**config.mk**
```make
export PLATFORM = sky130hd
export DESIGN_NAME = seg7_to_bcd_capture
export DESIGN_NICKNAME = d
export VERILOG_FILES = /design/src/rtl/seg7_to_bcd_capture.sv
export SDC_FILE = /design/constraint.sdc
export NUM_CORES = 1
export LEC_CHECK = 0
export ABC_AREA = 1
export ABC_CLOCK_PERIOD_IN_PS = 3240
export CAP_MARGIN = 15
export CORE_MARGIN = 1
export CORE_UTILIZATION = 40
export CTS_CLUSTER_SIZE = 16
export DETAILED_ROUTE_END_ITERATION = 16
export PLACE_DENSITY = 0.68
export SETUP_SLACK_MARGIN = 0.02
export SKIP_CTS_REPAIR_TIMING = 1
export SYNTH_ARGS = -nofsm -noshare
export SYNTH_HDL_FRONTEND = slang
export SYNTH_SLANG_ARGS = --single-unit
```
**constraint.sdc**
```tcl
create_clock -name clk -period 3.24 [get_ports clk]
set_clock_uncertainty 0.05 [all_clocks]
set_input_delay 0.648 -clock clk [delete_from_list [all_inputs] [get_ports clk]]
set_output_delay 0.648 -clock clk [all_outputs]
set_load 0.02 [all_outputs]
```
**src/rtl/seg7_to_bcd_capture.sv**
```systemverilog
// Recovers the BCD digit behind each multiplexed seven-segment pattern after a stability window.
// Define SEG7_ACTIVE_LOW_EN for common-anode (active-low) seg_in/an_in lines.
module seg7_to_bcd_capture #(
  parameter int  N_DIGITS      = 4,
  parameter int  STABLE_CYCLES = 4,
  localparam int IdxW          = (N_DIGITS > 1) ? $clog2(N_DIGITS) : 1,
  localparam int CntW          = $clog2(STABLE_CYCLES + 1)
) (
  input  logic                  clk,
  input  logic                  rst,
  input  logic [6:0]            seg_in,
  input  logic [N_DIGITS-1:0]   an_in,
  output logic [4*N_DIGITS-1:0] bcd_out,
  output logic [N_DIGITS-1:0]   digit_valid,
  output logic                  cap_strobe,
  output logic [IdxW-1:0]       cap_idx,
  output logic                  err_illegal,
  output logic                  frame_done
);

  typedef enum logic [1:0] {IDLE, TRACK, HOLD} state_e;

  logic [6:0]            segW;
  logic [N_DIGITS-1:0]   anW;

`ifdef SEG7_ACTIVE_LOW_EN
  assign segW = ~seg_in;
  assign anW  = ~an_in;
`else
  assign segW = seg_in;
  assign anW  = an_in;
`endif

  state_e                state_q, state_d;
  logic [CntW-1:0]       count_q, count_d;
  logic [6:0]            lastSeg_q;
  logic [N_DIGITS-1:0]   lastAn_q;
  logic [4*N_DIGITS-1:0] bcd_q, bcd_d;
  logic [N_DIGITS-1:0]   valid_q, valid_d;
  logic [N_DIGITS-1:0]   mask_q, mask_d;
  logic                  strobe_q, strobe_d;
  logic                  err_q, err_d;
  logic                  frame_q, frame_d;
  logic [IdxW-1:0]       idx_q, idx_d;

  logic                  anOneHot;
  logic                  samePair;
  logic                  capture;
  logic [IdxW-1:0]       activeIdx;
  logic                  patternLegal;
  logic [3:0]            patternVal;

  assign anOneHot = (anW != '0) && ((anW & (anW - N_DIGITS'(1))) == '0);
  assign samePair = (segW == lastSeg_q) && (anW == lastAn_q);

  always_comb begin
    activeIdx = '0;
    for (int i = 0; i < N_DIGITS; i++) begin
      if (anW[i]) activeIdx = IdxW'(i);
    end
  end

  // Blank decodes to 4'hF and is treated as a legal digit.
  always_comb begin
    patternLegal = 1'b1;
    patternVal   = 4'hF;
    case (segW)
      7'b1111110: patternVal = 4'd0;
      7'b0110000: patternVal = 4'd1;
      7'b1101101: patternVal = 4'd2;
      7'b1111001: patternVal = 4'd3;
      7'b0110011: patternVal = 4'd4;
      7'b1011011: patternVal = 4'd5;
      7'b1011111: patternVal = 4'd6;
      7'b1110000: patternVal = 4'd7;
      7'b1111111: patternVal = 4'd8;
      7'b1111011: patternVal = 4'd9;
      7'b0000000: patternVal = 4'hF;
      default:    patternLegal = 1'b0;
    endcase
  end

  always_comb begin
    state_d = state_q;
    count_d = count_q;
    capture = 1'b0;
    if (!anOneHot) begin
      state_d = IDLE;
      count_d = '0;
    end else if (!(state_q == HOLD && samePair)) begin
      count_d = (state_q == TRACK && samePair) ? count_q + CntW'(1) : CntW'(1);
      if (count_d >= CntW'(STABLE_CYCLES)) begin
        capture = 1'b1;
        state_d = HOLD;
      end else begin
        state_d = TRACK;
      end
    end
  end

  // anW is one-hot whenever capture is set, so it doubles as the write mask.
  always_comb begin
    bcd_d    = bcd_q;
    valid_d  = valid_q;
    mask_d   = mask_q;
    strobe_d = 1'b0;
    err_d    = 1'b0;
    frame_d  = 1'b0;
    idx_d    = idx_q;
    if (capture) begin
      strobe_d = 1'b1;
      idx_d    = activeIdx;
      if (patternLegal) begin
        for (int i = 0; i < N_DIGITS; i++) begin
          if (anW[i]) bcd_d[4*i +: 4] = patternVal;
        end
        valid_d = valid_q | anW;
        mask_d  = mask_q | anW;
        if (mask_d == '1) begin
          frame_d = 1'b1;
          mask_d  = '0;
        end
      end else begin
        err_d   = 1'b1;
        valid_d = valid_q & ~anW;
        mask_d  = mask_q & ~anW;
      end
    end
  end

  always_ff @(posedge clk) begin
    if (rst) begin
      state_q   <= IDLE;
      count_q   <= '0;
      lastSeg_q <= '0;
      lastAn_q  <= '0;
      bcd_q     <= '1;
      valid_q   <= '0;
      mask_q    <= '0;
      strobe_q  <= 1'b0;
      err_q     <= 1'b0;
      frame_q   <= 1'b0;
      idx_q     <= '0;
    end else begin
      state_q   <= state_d;
      count_q   <= count_d;
      lastSeg_q <= segW;
      lastAn_q  <= anW;
      bcd_q     <= bcd_d;
      valid_q   <= valid_d;
      mask_q    <= mask_d;
      strobe_q  <= strobe_d;
      err_q     <= err_d;
      frame_q   <= frame_d;
      idx_q     <= idx_d;
    end
  end

  assign bcd_out     = bcd_q;
  assign digit_valid = valid_q;
  assign cap_strobe  = strobe_q;
  assign cap_idx     = idx_q;
  assign err_illegal = err_q;
  assign frame_done  = frame_q;

endmodule
```
Yosys cells after proc, flatten, opt, wreduce, memory -nomap -nowiden

Index checks and enable logic that the tools add are counted.
W data, S select, Z words.

Register bits: 45
Input bits: 13
Output and inout bits: 25
Word-level logic and storage cells: 72

$add $sub $neg: 2
$lt $le $gt $ge: 1
Eq/ne operators: 15
Mux-type cells: 16
Bitwise logic cells: 9
Reductions and logical operators: 15

Operator list:

| operator              | count |
|---|---|
| $eq A7 B7 Y1 const B  | 8 |
| $pmux W4 S10          | 1 |
| $eq A7 B6 Y1 const B  | 2 |
| $and A4 B4 Y4         | 3 |
| $mux W4               | 3 |
| $reduce_and A3 Y1     | 4 |
| $reduce_or A11 Y1     | 1 |
| $mux W1               | 8 |
| $or A4 B4 Y4          | 2 |
| $eq A7 B7 Y1          | 1 |
| $logic_not A7 Y1      | 1 |
| $mux W2               | 3 |
| $eq A4 B4 Y1          | 1 |
| $eq A4 B4 Y1 const B  | 1 |
| $logic_and A1 B1 Y1   | 4 |
| $logic_not A4 Y1      | 1 |
| $not A4 Y4            | 1 |
| $reduce_bool A4 Y1    | 1 |
| $reduce_or A2 Y1      | 2 |
| $sub A4 B1 Y4 const B | 1 |
| $add A3 B1 Y3 const B | 1 |
| $ge A3 B3 Y1 const B  | 1 |
| $mux W3               | 1 |
| $not A1 Y1            | 3 |
| 3 further kinds       | 3 |

Logic depth before layout (Yosys ltp)

Word-level depth: 10
Gate-level depth with buffers: 12
Gate-level depth less buffers: 11

Least setup slack after synthesis

Ideal clock, no wire load.

Kind: in2reg
From: input an_in[1]
To: register idx_q[1] (netlist: cap_idx[1])
Library setup time: 128 ps
Data arrival time: 1746 ps
Data required time: 3062 ps
Path slack: 1317 ps
Stages: 11
Path buffers: 2
Path through: buf_2 -> nand2_1 -> nand2_1 -> nand3_1 -> nor2_4 -> nand4_4 -> nor2_8 -> buf_6 -> nand2_1 -> o21ai_0 -> nor2_1

Longest elaborated chain between the ends: 8
Elaborated cells on any way between the ends: 14
Classes of those cells: add/sub (1); order compare (1); eq/ne (1); mux (4); bitwise (1); reduce/logical (6)

Ends and longest elaborated chain:

| item                   | line | text |
|---|---|---|
| start: declaration     | 12   | `input logic [N_DIGITS-1:0] an_in,` |
| $eq A4 B4 Y1           | 54   | `assign samePair = (segW == lastSeg_q) && (anW == lastAn_q);` |
| $logic_and A1 B1 Y1    | 54   |  |
| $logic_and A1 B1 Y1    | 91   | `count_d = (state_q == TRACK && samePair) ? count_q + CntW'(1) : CntW'(1);` |
| $mux W3                | 91   |  |
| $ge A3 B3 Y1           | 92   | `if (count_d >= CntW'(STABLE_CYCLES)) begin` |
| $mux W1                | 92   |  |
| $mux W1                | 90   | `end else if (!(state_q == HOLD && samePair)) begin` |
| $mux W1 (*)            | 87   | `if (!anOneHot) begin` |
| end signal: assignment | 155  | `idx_q <= idx_d;` |
| end: declaration       | 44   | `logic [IdxW-1:0] idx_q, idx_d;` |

Mark *: on every way between the ends. The rest lies on a longest branch, timed or not.
A chain may end at the register's enable or synchronous reset.

Worst setup path after layout

From: input an_in[1]
To: register bcd_q[8] (netlist: bcd_out[8])

Longest elaborated chain between the ends: 9
Elaborated cells on any way between the ends: 15
Classes of those cells: add/sub (1); order compare (1); eq/ne (1); mux (4); bitwise (1); reduce/logical (7)

Ends and longest elaborated chain:

| item                                   | line | text |
|---|---|---|
| $eq A4 B4 Y1                           | 54   |  |
| $logic_and A1 B1 Y1                    | 54   |  |
| $logic_and A1 B1 Y1                    | 91   |  |
| $mux W3                                | 91   |  |
| $ge A3 B3 Y1                           | 92   |  |
| $mux W1                                | 92   |  |
| $mux W1                                | 90   |  |
| $mux W1 (*)                            | 87   |  |
| $reduce_and A3 Y1 (no source line) (*) | n/a  |  |
| end signal: assignment                 | 137  | `bcd_q <= '1;` |
| end signal: assignment                 | 149  | `bcd_q <= bcd_d;` |
| end: declaration                       | 38   | `logic [4*N_DIGITS-1:0] bcd_q, bcd_d;` |

Marks and branches as above.

==> run_results.csv <==
group,metric,value,unit
status,outcome,"completed",
synth,synth_fp_nets,333,
sta,worst_hold_slack,0.413,ns
detailed_routing,ant_nets,0,
clocking,h-tree-depth,2,
place,io_buffers,37,
sta,timing.slew.headroom,72.3,%
detailed_routing,wl_per_cell,11.4,um
synth,synth-async-reset-ratio,0,%
global_routing,grt_max_degree,31,
critical_path,end_kind,"flip-flop",
die,die_h,76.1,um
place,dp_hpwl,3580,um
critical_path,critPathSlowestCell,"clkdlybuf4s50_1",
synth,ys_seq_elements,45,
synth,ys_seq_area_share,41.0,%
cells_and_area,nFillCells,518,
clocking,insertion_delay,0.29,ns
sta,hold_viol,0,
cells_and_area,num-nets-final,370,
synth,syn_inst,319,
clocking,numCtsBuffers,5,
die,dieWidth,76.1,um
sta,finalCriticalPeriod,2.61,ns
place,place_area,2620,sq um
cells_and_area,final-seq-area,901,sq um
synth,synth_area_leader_cell,"dfxtp_1",
synth,synth_edf_count,0,
critical_path,slowest_delay,0.61,ns
sta,min_period_over_period,80.6,%
sta,tns,0,ns
die,dieArea,5790,sq um
critical_path,cp_cell_sequence,"clkdlybuf4s50_1 -> inv_1 -> nand2_1 -> nand2_1 -> nand3_1 -> nor2_4 -> nand4_4 -> nor2_8 -> nand3_1 -> nand2_1 -> nand3_1",
pwr,leakage,1.29,nW
critical_path,startpoint_type,"input pin",
detailed_routing,wirelength,4850,um
sta,tightest_slew,0.414,ns
detailed_routing,drt_pass1_iterations,4,
run,drv_cap,0,
sta,rsz0062_at_grt,"no",
pwr,ir_drop,0.000179,V
cells_and_area,n_antenna_cell,0,
clocking,clk_pin_slew,0.09,ns
clocking,cts_tree,"yes",
detailed_routing,viasPerCell,4.89,
critical_path,cp.arrival,2.74,ns
critical_path,cp_max_fo,25,
sta,fmax,383,MHz
global_routing,grt_overflow,0,
clocking,cts.sinks,45,
global_routing,grt_pass1_vias,1941,
die,start_util,42.2,%
cells_and_area,fin_area,2710,sq um
global_routing,grt_usage,18.4,%
place,dp_cells,419,
die,num_io_pins,38,
pwr,p_per_area,383,nW/um^2
synth,synth_cell_types,31,
sta,slew_viol_final,0,
cells_and_area,area_delta_synth_final,23.5,%
die,placementRows,26,
detailed_routing,drc,0,
critical_path,path_class,"input pin to flip-flop",
synth,ys_top_cells_by_count,"nand2_1 (87), nor2_1 (52), dfxtp_1 (45)",
synth,synth_top_area_share,41.0,%
cells_and_area,multi_input_area,1090,sq um
synth,ys.flop_type,"dfxtp_1",
cells_and_area,layout.cells.non_filler,427,
global_routing,antenna_found_initial,0,
die,core,5200,sq um
synth,yosysWarnings,0,
worst_hold_path,hp-class,"flip-flop to flip-flop",
synth,avgSynthCellArea,6.88,sq um
pwr,power.total,1.04,mW
critical_path,cp.required,3.37,ns
synth,yosysMostFrequentCell,"nand2_1",
global_routing,grt_first_pass_wirelength,8680,um
place,gp_congestion,0.850,
clocking,cts_root_buf,"clkbuf_8",
synth,synth.area.top_cells,"dfxtp_1 (41%), nand2_1 (15%), nor2_1 (8.9%)",
sta,setup_viol,0,
clocking,clockBufferDepth,2,
detailed_routing,vias,2090,
synth,netlist_area,2190,sq um
detailed_routing,drt_iter0_drc,137,
cells_and_area,layout-drive-gt1-share,6.44,%
worst max-delay path: cells and delay by family:
kind / cells / cell delay (ns)
and+or+nand+nor: 9 / 1.29
buffers and inverters: 2 / 0.81
kinds of logic (layout without fill, tap and decap cells):
kind of cell | count (synthesis) | after routing | synth area share, %
fa+ha+maj | 1 | 1 | 0.570
flops | 45 | 45 | 41.0
simple gates | 200 | 200 | 41.3
xor+xnor | 6 | 6 | 2.39
compound gates | 21 | 21 | 5.25
buf+inv | 46 | 84 | 9.41
registers in the layout (all words and copies together), names as in the netlist, named ones only:
| name | flops |
|---|---|
| bcd_out | 16 |
| lastSeg_q | 7 |
| lastAn_q | 4 |
| mask_q | 4 |
| count_q | 3 |
| cap_idx | 2 |
| state_q | 2 |
| cap_strobe | 1 |
| err_illegal | 1 |
| frame_done | 1 |
area by class of cell:
cell class                      count  area share (%)
Clock inverter                      2           0.508
Timing Repair Buffer               43            15.3
Clock buffer                        6            3.05
Sequential cell                    45            33.2
Inverter                           33            4.57
Multi-Input combinational cell    228            40.1
Tap cell                           70            3.23
layer usage:
| layer | track usage, % | vias to the layer above | wire length [um] |
|---|---|---|---|
| li1 | - | 1091 | - |
| met1 | 24.7 | 946 | 2360 |
| met2 | 29.5 | 51 | 2270 |
| met3 | 3.35 | 2 | 182 |
| met4 | 6.35 | 0 | 36 |
| met5 | 0 | - | 0 |
report_power, final:
group | leakage [nW] | internal [mW] | switching, mW
sequential | 0.367 | 0.561 | 0.00401
combinational | 0.868 | 0.0396 | 0.0688
clock | 0.0512 | 0.173 | 0.190
cells in the final DEF (no fill, tap or decap):
| cell type | count |
|---|---|
| nand2_1 | 87 |
| nor2_1 | 52 |
| dfxtp_1 | 45 |
| clkdlybuf4s50_1 | 37 |
| inv_1 | 31 |
| nand3_1 | 30 |
| nand4_1 | 18 |
| a21oi_1 | 10 |
| o21ai_0 | 7 |
| clkbuf_8 | 6 |
| buf_4 | 6 |
| xnor2_1 | 5 |
| nor3_1 | 3 |
| inv_2 | 2 |
| nor2_4 | 2 |
| o22ai_1 | 1 |
| o21ai_2 | 1 |
| xor2_1 | 1 |
| nand4_4 | 1 |
| nor2_8 | 1 |
| and3_1 | 1 |
| nand3b_1 | 1 |
| and2_1 | 1 |
| nand3_2 | 1 |
| nor2_2 | 1 |
| nor3b_1 | 1 |
| a211oi_1 | 1 |
| o21a_1 | 1 |
| ha_1 | 1 |
| clkinv_4 | 1 |
| clkinv_2 | 1 |
worst paths after layout:
| kind | from | to | slack (ns) | cells past startpoint |
|---|---|---|---|---|
| worst max-delay path | an_in[1] | bcd_out[8] | 0.63 | 11 |
| worst min-delay path | bcd_out[11] | bcd_out[11] | 0.41 | 2 |
| worst max register to register | count_q[0] | bcd_out[8] | 1.31 | 7 |
| worst min register to register | bcd_out[11] | bcd_out[11] | 0.41 | 2 |
stage by stage:
stage	worst slack [ns]	util (%)
2_1_floorplan	1.32	-
3_3_place_gp	0.416	50.2
3_5_place_dp	0.323	50.2
4_1_cts	0.630	52.1
5_1_grt	0.403	52.1
6_report	0.629	52.1
Power figures use the tool's default switching activity.
